<file path="config.mk">
export PLATFORM = sky130hd
export DESIGN_NAME = aux_stream_bridge
export DESIGN_NICKNAME = d
export VERILOG_FILES = /design/src/rtl/aux_stream_bridge.sv
export SDC_FILE = /design/constraint.sdc
export NUM_CORES = 1
export LEC_CHECK = 0
export ABC_AREA = 1
export CAP_MARGIN = 10
export CORE_MARGIN = 4
export CORE_UTILIZATION = 45
export DETAILED_ROUTE_END_ITERATION = 7
export GPL_ROUTABILITY_DRIVEN = 1
export PLACE_DENSITY = 0.71
export SLEW_MARGIN = 0
export SYNTH_ARGS = -nofsm -noshare
export SYNTH_HDL_FRONTEND = slang
export SYNTH_SLANG_ARGS = --single-unit
</file>
<file path="constraint.sdc">
create_clock -name clk -period 3.2 [get_ports clk]
set_input_delay 0.48 -clock clk [delete_from_list [all_inputs] [get_ports clk]]
set_output_delay 0.48 -clock clk [all_outputs]
set_load 0.005 [all_outputs]
</file>
<file path="src/rtl/aux_stream_bridge.sv">
// aux_stream_bridge
//   Multi-channel bridge between the risc16f84 aux bus and AXI-stream byte
//   channels. Each of NUM_CH channels owns a TX FIFO (CPU -> m_axis), an RX
//   FIFO (s_axis -> CPU), sticky overflow flags and two interrupt enables.
//   Channel c decodes at BASE_ADDR+4c .. BASE_ADDR+4c+3:
//     +0 DATA   write pushes TX, read returns/pops RX head
//     +1 STATUS {3'b0, RXOVF, TXOVF, rx_full, rx_empty, tx_empty}
//     +2 CTRL   write: b0 tx_flush, b1 rx_flush, b2 clear OVF, b3 rx_ie, b4 tx_ie
//               read : {3'b0, tx_ie, rx_ie, 3'b0}
//     +3 RXCNT  RX occupancy, saturating at 8'hFF
//
// Ports
//   clk, reset_n         clock (rising edge), asynchronous active-low reset
//   aux_adr_i/aux_dat_i  aux address and write data
//   aux_dat_o            combinational read data (0 when not decoded)
//   aux_we_i/aux_re_i    write/read strobes, acted on only in their first cycle
//   aux_hit_o            address decodes to this block
//   m_tdata/m_tvalid/m_tready  per-channel TX stream (channel c at [c*W +: W])
//   s_tdata/s_tvalid/s_tready  per-channel RX stream
//   irq_o                registered interrupt request
module aux_stream_bridge #(
  parameter int NUM_CH         = 2,
  parameter int FIFO_AW        = 4,
  parameter int AUX_ADDR_WIDTH = 16,
  parameter int AUX_DATA_WIDTH = 8,
  parameter logic [AUX_ADDR_WIDTH-1:0] BASE_ADDR = 16'hFF00
) (
  input  logic                             clk,
  input  logic                             reset_n,
  input  logic [AUX_ADDR_WIDTH-1:0]        aux_adr_i,
  input  logic [AUX_DATA_WIDTH-1:0]        aux_dat_i,
  output logic [AUX_DATA_WIDTH-1:0]        aux_dat_o,
  input  logic                             aux_we_i,
  input  logic                             aux_re_i,
  output logic                             aux_hit_o,
  output logic [NUM_CH*AUX_DATA_WIDTH-1:0] m_tdata,
  output logic [NUM_CH-1:0]                m_tvalid,
  input  logic [NUM_CH-1:0]                m_tready,
  input  logic [NUM_CH*AUX_DATA_WIDTH-1:0] s_tdata,
  input  logic [NUM_CH-1:0]                s_tvalid,
  output logic [NUM_CH-1:0]                s_tready,
  output logic                             irq_o
);

  localparam int W     = AUX_DATA_WIDTH;
  localparam int AW    = AUX_ADDR_WIDTH;
  localparam int DEPTH = 1 << FIFO_AW;
  localparam int PW    = FIFO_AW + 1;

  // Address decode. The subtraction is one bit wider than the address so
  // that addresses below BASE_ADDR show up as negative (MSB set) instead of
  // wrapping into the channel window.
  logic [AW:0]   offset;
  logic          inRange;
  logic [AW-3:0] chIdx;
  logic [1:0]    regSel;

  assign offset    = {1'b0, aux_adr_i} - {1'b0, BASE_ADDR};
  assign inRange   = !offset[AW] && (offset < (AW+1)'(4 * NUM_CH));
  assign chIdx     = offset[AW-1:2];
  assign regSel    = offset[1:0];
  assign aux_hit_o = inRange;

  // Strobe history: an access acts only in the first cycle of a strobe, so a
  // CPU holding a strobe for several cycles still pushes or pops once. A
  // write wins over a simultaneous read, and that read has no side effect.
  logic weHist_q, reHist_q;
  logic weAct, reAct;

  assign weAct = aux_we_i & ~weHist_q;
  assign reAct = aux_re_i & ~reHist_q & ~aux_we_i;

  always_ff @(posedge clk or negedge reset_n) begin
    if (!reset_n) begin
      weHist_q <= 1'b0;
      reHist_q <= 1'b0;
    end else begin
      weHist_q <= aux_we_i;
      reHist_q <= aux_re_i;
    end
  end

  logic [NUM_CH-1:0]   chSelV;
  logic [NUM_CH-1:0]   irqSrc;
  logic [NUM_CH*W-1:0] chRdFlat;

  for (genvar c = 0; c < NUM_CH; c++) begin : gCh
    logic         chSel;
    logic [W-1:0] txMem [DEPTH];
    logic [W-1:0] rxMem [DEPTH];

    logic [PW-1:0] txWr_q, txWr_d, txRd_q, txRd_d;
    logic [PW-1:0] rxWr_q, rxWr_d, rxRd_q, rxRd_d;
    logic          txOvf_q, txOvf_d, rxOvf_q, rxOvf_d;
    logic          txIe_q, txIe_d, rxIe_q, rxIe_d;

    logic txEmpty, txFull, rxEmpty, rxFull;
    logic dataWr, dataRd, ctrlWr;
    logic txPush, txPop, rxPush, rxPop;
    logic txFlush, rxFlush, ovfClr, txOvfSet, rxOvfSet;
    logic [PW-1:0] rxCnt;
    logic [7:0]    rxCntByte;
    logic [W-1:0]  rdData;

    assign chSel = inRange && (chIdx == (AW-2)'(c));

    // Pointers carry a wrap bit: equal pointers mean empty, equal low bits
    // with differing wrap bits mean full.
    assign txEmpty = (txWr_q == txRd_q);
    assign txFull  = (txWr_q[FIFO_AW] != txRd_q[FIFO_AW]) &&
                     (txWr_q[FIFO_AW-1:0] == txRd_q[FIFO_AW-1:0]);
    assign rxEmpty = (rxWr_q == rxRd_q);
    assign rxFull  = (rxWr_q[FIFO_AW] != rxRd_q[FIFO_AW]) &&
                     (rxWr_q[FIFO_AW-1:0] == rxRd_q[FIFO_AW-1:0]);

    assign dataWr = weAct & chSel & (regSel == 2'd0);
    assign ctrlWr = weAct & chSel & (regSel == 2'd2);
    assign dataRd = reAct & chSel & (regSel == 2'd0);

    // Fullness is judged on the state before the edge, so a CPU write into a
    // full TX FIFO is dropped even if the stream side drains a byte this cycle.
    assign txPush   = dataWr & ~txFull;
    assign txOvfSet = dataWr & txFull;
    assign txPop    = ~txEmpty & m_tready[c];
    assign rxPush   = s_tvalid[c] & ~rxFull;
    assign rxOvfSet = s_tvalid[c] & rxFull;
    assign rxPop    = dataRd & ~rxEmpty;

    assign txFlush = ctrlWr & aux_dat_i[0];
    assign rxFlush = ctrlWr & aux_dat_i[1];
    assign ovfClr  = ctrlWr & aux_dat_i[2];

    // Next-state for pointers, flags and enables. A flush overrides any
    // push/pop in the same cycle; a fresh overflow wins over a clear so an
    // event arriving with the clear is not lost.
    always_comb begin
      txWr_d  = txWr_q;
      txRd_d  = txRd_q;
      rxWr_d  = rxWr_q;
      rxRd_d  = rxRd_q;
      txOvf_d = txOvf_q;
      rxOvf_d = rxOvf_q;
      txIe_d  = txIe_q;
      rxIe_d  = rxIe_q;

      if (txFlush) begin
        txWr_d = '0;
        txRd_d = '0;
      end else begin
        if (txPush) txWr_d = txWr_q + PW'(1);
        if (txPop)  txRd_d = txRd_q + PW'(1);
      end

      if (rxFlush) begin
        rxWr_d = '0;
        rxRd_d = '0;
      end else begin
        if (rxPush) rxWr_d = rxWr_q + PW'(1);
        if (rxPop)  rxRd_d = rxRd_q + PW'(1);
      end

      if (ovfClr) begin
        txOvf_d = 1'b0;
        rxOvf_d = 1'b0;
      end
      if (txOvfSet) txOvf_d = 1'b1;
      if (rxOvfSet) rxOvf_d = 1'b1;

      if (ctrlWr) begin
        rxIe_d = aux_dat_i[3];
        txIe_d = aux_dat_i[4];
      end
    end

    always_ff @(posedge clk or negedge reset_n) begin
      if (!reset_n) begin
        txWr_q  <= '0;
        txRd_q  <= '0;
        rxWr_q  <= '0;
        rxRd_q  <= '0;
        txOvf_q <= 1'b0;
        rxOvf_q <= 1'b0;
        txIe_q  <= 1'b0;
        rxIe_q  <= 1'b0;
      end else begin
        txWr_q  <= txWr_d;
        txRd_q  <= txRd_d;
        rxWr_q  <= rxWr_d;
        rxRd_q  <= rxRd_d;
        txOvf_q <= txOvf_d;
        rxOvf_q <= rxOvf_d;
        txIe_q  <= txIe_d;
        rxIe_q  <= rxIe_d;
      end
    end

    // FIFO storage needs no reset; the pointers define what is valid.
    always_ff @(posedge clk) begin
      if (txPush) txMem[txWr_q[FIFO_AW-1:0]] <= aux_dat_i;
      if (rxPush) rxMem[rxWr_q[FIFO_AW-1:0]] <= s_tdata[c*W +: W];
    end

    assign m_tvalid[c]        = ~txEmpty;
    assign m_tdata[c*W +: W]  = txMem[txRd_q[FIFO_AW-1:0]];
    assign s_tready[c]        = ~rxFull;

    assign rxCnt = rxWr_q - rxRd_q;

    always_comb begin
      rxCntByte = 8'(rxCnt);
      if (32'(rxCnt) > 255) rxCntByte = 8'hFF;
    end

    always_comb begin
      rdData = '0;
      case (regSel)
        2'd0:    rdData = rxEmpty ? '0 : rxMem[rxRd_q[FIFO_AW-1:0]];
        2'd1:    rdData = W'({rxOvf_q, txOvf_q, rxFull, rxEmpty, txEmpty});
        2'd2:    rdData = W'({txIe_q, rxIe_q, 3'b000});
        default: rdData = W'(rxCntByte);
      endcase
    end

    assign chSelV[c]           = chSel;
    assign chRdFlat[c*W +: W]  = rdData;
    assign irqSrc[c]           = (rxIe_q & ~rxEmpty) | (txIe_q & txEmpty);
  end

  // Read mux: at most one channel is selected; unmapped addresses read 0.
  always_comb begin
    aux_dat_o = '0;
    for (int i = 0; i < NUM_CH; i++) begin
      if (chSelV[i]) aux_dat_o = chRdFlat[i*W +: W];
    end
  end

  logic irq_q;

  always_ff @(posedge clk or negedge reset_n) begin
    if (!reset_n) irq_q <= 1'b0;
    else          irq_q <= |irqSrc;
  end

  assign irq_o = irq_q;

  // Upper CTRL data bits carry no function.
  logic unusedDatBits;
  assign unusedDatBits = ^aux_dat_i[W-1:5];

endmodule

</file>
==> results.cfg <==
[final_layout]
drive_gt1_frac = 0.1328
antenna_cells_inserted = 0
number_of_inserted_filler_cells_in_the_final_layout = 4265
area.growth.synth_to_final_pct = 19.10
post_route_core_utilization = 0.5413
finalNetCount = 2286
layout.cells.non_filler = 2939

[pwr]
p_total_w = 0.01947
power_per_cell_area_mw_per_mm2 = 682.9
p_leak_nw = 10.49
worst_ir_drop_vdd_mv = 0.6709

[yosys]
seq_area_frac_synth = 0.6958
syn-cell-area_mm2 = 0.02393
synth_cells = 2024
postSynth.topFlopCell = sky130_fd_sc_hd__edfxtp_1
yosysUniqueCellTypes = 41
synth-async-reset-ratio = 0.09059
syn_avg_cell_area_um2 = 11.82
synthesis.nets = 2104
synth_edf_count = 512
postSynthRegisterBits = 563
ys_warn_count = 0

[status]
failed_checks = setup timing
outcome = complete, but fails checks

[routing]
remaining_drc_errors = 0
drt_iter0_markers = 1663
route.detailed.wl_per_inst_um = 20.09
route.antenna.remaining_nets = 0
via_per_inst = 5.542
drt_pre_antenna_iters = 7
detailroute.via_count = 16290
finalWirelength_mm = 59.03

[timing]
worst_slew_pin_tran_ns = 1.005
min_period_over_period = 1.035
final_hold_viol_count = 0
period_minus_slack_ns = 3.311
slew_headroom = 0.3302
slew_viol_final = 0
setup_viol_count_final = 2
worst_hold_slack_ns = 0.03427
grt_setup_unrepaired = true
fin_worst_skew_ns = 0.02112
max_freq_mhz = 302.0
postLayoutSetupSlackWorst_ns = -0.1109

[clock_tree]
tritoncts.num_buffers = 56
worst_setup_hold_path_clk_slew_ns = 0.06
ctsHtreeMaxLevel = 2
numClockSinks = 563
cts.hold.buffers_added = 0
tritoncts = yes
cts_buffer_depth = 3
clkLatencyLatePin_ns = 0.61
ctsRootBufferMaster = sky130_fd_sc_hd__clkbuf_16

[die]
die_w_um = 238.6
std_cell_rows = 84
floorplan.initialDensity = 0.4545
io-pin-count = 78
placeable_core_region_mm2 = 0.05266
fp.dieH_um = 238.6
dieArea_mm2 = 0.05693

[global_route]
grt_pass1_vias = 16120
grt_use_total = 0.2013
grt_start_max_net_pins = 68
initial_antenna_violation_count = 0
grt_first_pass_wirelength_mm = 89.89
global_route.overflow_total = 0

[critical_path]
worstPathBufferInverterCount = 4
timing.critical_path.from_type = register
crit_family = buffers and inverters
rr_worst_depth = 9
setup.reg_to_reg.worst_slack_ns = 0.58
critPathMaxFanout = 16
r2r_end = gCh[0].rxMem[2][0]
path_class = register to output port
worstSetupEndpointType = output port
crit-reg2reg-launch = gCh[0].rxRd_q[1]
critical_path.cell_chain = clkinv_4 > buf_12 > buf_16 > o21ai_0 > o211ai_1 > nand3_1 > a31oi_1 > or2_4 > clkdlybuf4s50_1
critical_path.startpoint = gCh[1].rxRd_q[0]
critical-path-max-stage-delay_ns = 0.50
crit_required_ns = 2.72
worst_ep_arrival_time_ns = 2.83
slowest_stage = sky130_fd_sc_hd__dfrtp_2

[placement]
gpl.final_weighted_congestion = 0.8802
placedCellCount = 2816
placed_wire_length_estimate_mm = 36.66
place.port_buffers = 77

[flow_run]
drv_cap = 0

[worst_hold_path]
min-delay-path-class = primary input to asynchronous set/reset pin
cells in the final DEF, fill, tap and decap left out, types with 4 or more instances in the layout:
cell type	netlist	layout
sky130_fd_sc_hd__a211oi_1	5	5
sky130_fd_sc_hd__a21oi_1	28	28
sky130_fd_sc_hd__buf_12	0	15
sky130_fd_sc_hd__buf_16	0	4
sky130_fd_sc_hd__buf_4	0	110
sky130_fd_sc_hd__clkbuf_1	65	11
sky130_fd_sc_hd__clkbuf_16	0	59
sky130_fd_sc_hd__clkdlybuf4s50_1	0	70
sky130_fd_sc_hd__clkinv_1	8	18
sky130_fd_sc_hd__clkinv_2	1	18
sky130_fd_sc_hd__dfrtp_1	51	40
sky130_fd_sc_hd__dfrtp_2	0	10
sky130_fd_sc_hd__edfxtp_1	512	512
sky130_fd_sc_hd__ha_1	30	27
sky130_fd_sc_hd__inv_1	94	90
sky130_fd_sc_hd__inv_2	9	11
sky130_fd_sc_hd__mux2i_1	29	29
sky130_fd_sc_hd__nand2_1	243	239
sky130_fd_sc_hd__nand2_2	4	8
sky130_fd_sc_hd__nand3_1	70	65
sky130_fd_sc_hd__nand3_2	0	5
sky130_fd_sc_hd__nand4_1	11	11
sky130_fd_sc_hd__nor2_1	429	424
sky130_fd_sc_hd__nor2_2	2	6
sky130_fd_sc_hd__nor2_4	8	9
sky130_fd_sc_hd__nor3_1	5	5
sky130_fd_sc_hd__o211ai_1	27	27
sky130_fd_sc_hd__o21ai_0	216	199
sky130_fd_sc_hd__o21ai_1	12	27
sky130_fd_sc_hd__o221ai_1	35	34
sky130_fd_sc_hd__o22ai_1	28	28
sky130_fd_sc_hd__o32ai_1	36	29
sky130_fd_sc_hd__o32ai_2	0	7
sky130_fd_sc_hd__xnor2_1	5	5
sky130_fd_sc_hd__xor2_1	15	15
per-stage QoR:
stage / setup WS, ns / TNS, ns / cell area (µm²)
floorplan: 0.6807 / 0 / 23930
global placement: -0.1059 / -0.3715 / 26180
detailed placement: -0.1219 / -0.3330 / 26180
CTS: -0.1174 / -0.4071 / 28250
global route: -0.2297 / -0.4599 / 28500
finish: -0.1109 / -0.1656 / 28500
synthesized netlist by cell type (3+ instances only):
cell / instances / area, µm²
sky130_fd_sc_hd__buf_2: 22 / 110.1
sky130_fd_sc_hd__buf_1: 3 / 11.26
sky130_fd_sc_hd__o21ai_1: 12 / 60.06
sky130_fd_sc_hd__o32ai_1: 36 / 315.3
sky130_fd_sc_hd__inv_2: 9 / 33.78
sky130_fd_sc_hd__o221ai_1: 35 / 306.5
sky130_fd_sc_hd__xor2_1: 15 / 131.4
sky130_fd_sc_hd__o21ai_0: 216 / 1081
sky130_fd_sc_hd__inv_1: 94 / 352.8
sky130_fd_sc_hd__mux2i_1: 29 / 290.3
sky130_fd_sc_hd__nand2_2: 4 / 25.02
sky130_fd_sc_hd__xnor2_1: 5 / 43.79
sky130_fd_sc_hd__nor2_1: 429 / 1610
sky130_fd_sc_hd__dfrtp_1: 51 / 1276
sky130_fd_sc_hd__nor3_1: 5 / 25.02
sky130_fd_sc_hd__clkinv_1: 8 / 30.03
sky130_fd_sc_hd__a211oi_1: 5 / 37.54
sky130_fd_sc_hd__clkbuf_1: 65 / 244.0
sky130_fd_sc_hd__o211ai_1: 27 / 202.7
sky130_fd_sc_hd__o22ai_1: 28 / 175.2
sky130_fd_sc_hd__nand2_1: 243 / 912.1
sky130_fd_sc_hd__ha_1: 30 / 375.4
sky130_fd_sc_hd__nor2_4: 8 / 90.09
sky130_fd_sc_hd__nand2_4: 3 / 33.78
sky130_fd_sc_hd__edfxtp_1: 512 / 15370
sky130_fd_sc_hd__nand3_1: 70 / 350.3
sky130_fd_sc_hd__nand4_1: 11 / 68.82
sky130_fd_sc_hd__a21oi_1: 28 / 140.1
sequential cells by signal, summed over array words and instances, names as in the netlist:
name	count
gCh.rxOvf_q	2
gCh.txRd_q	10
gCh.txWr_q	10
gCh.txOvf_q	2
gCh.rxMem	256
gCh.rxRd_q	10
reHist_q	1
gCh.rxIe_q	2
gCh.txIe_q	2
weHist_q	1
gCh.txMem	256
gCh.rxWr_q	10
irq_o	1
routing by layer:
metal | vias up | track usage | share of wire
li1 | 7609 | - | -
met1 | 7927 | 0.2735 | 0.41
met2 | 628 | 0.3299 | 0.48
met3 | 124 | 0.02907 | 0.070
met4 | 0 | 0.08039 | 0.035
met5 | - | 0 | 0
layout make-up:
cell class / instances / area (µm²) / share of cell area
flip-flops and latches: 563 / 16670 / 0.5848
clock buffers: 68 / 1468 / 0.05149
clock inverters: 35 / 242.7 / 0.008516
well taps: 688 / 860.8 / 0.03020
inverters: 112 / 444.2 / 0.01558
multi-input cells: 1259 / 6658 / 0.2336
repair buffers: 214 / 2162 / 0.07586
worst max path at each step:
stage / to / cells past startpoint
2_1_floorplan: gCh[0].rxMem[15][0] / 11
3_3_place_gp: aux_dat_o[7] / 13
3_5_place_dp: aux_dat_o[7] / 13
4_1_cts: aux_dat_o[7] / 10
5_1_grt: aux_dat_o[7] / 11
6_report: aux_dat_o[7] / 9
kinds of logic after synthesis:
kind of cell | Yosys count | share of synthesized area
xor gates and xnor gates | 20 | 0.007320
adders and majority gates | 32 | 0.01736
DFF | 563 | 0.6958
and+or+nand+nor | 783 | 0.1350
muxes | 29 | 0.01213
AOI/OAI and AO/OA | 395 | 0.09954
buffers and inverters | 202 | 0.03289
timing repair:
action | CTS | global route
hold endpoints to repair | 0 | 0
setup endpoints to repair | 23 | 15
resized for setup | 53 | 52
pin swaps | 14 | 12
cloned | 5 | 2
setup buffers | 6 | 7
power breakdown:
group	leakage [nW]	total [W]	switching (W)	internal (W)
logic	4.49	0.00457	0.00274	0.00183
clock network	0.847	0.00615	0.00266	0.00349
registers	5.16	0.00874	0.000259	0.00848
(Power assumes the default switching activity.)
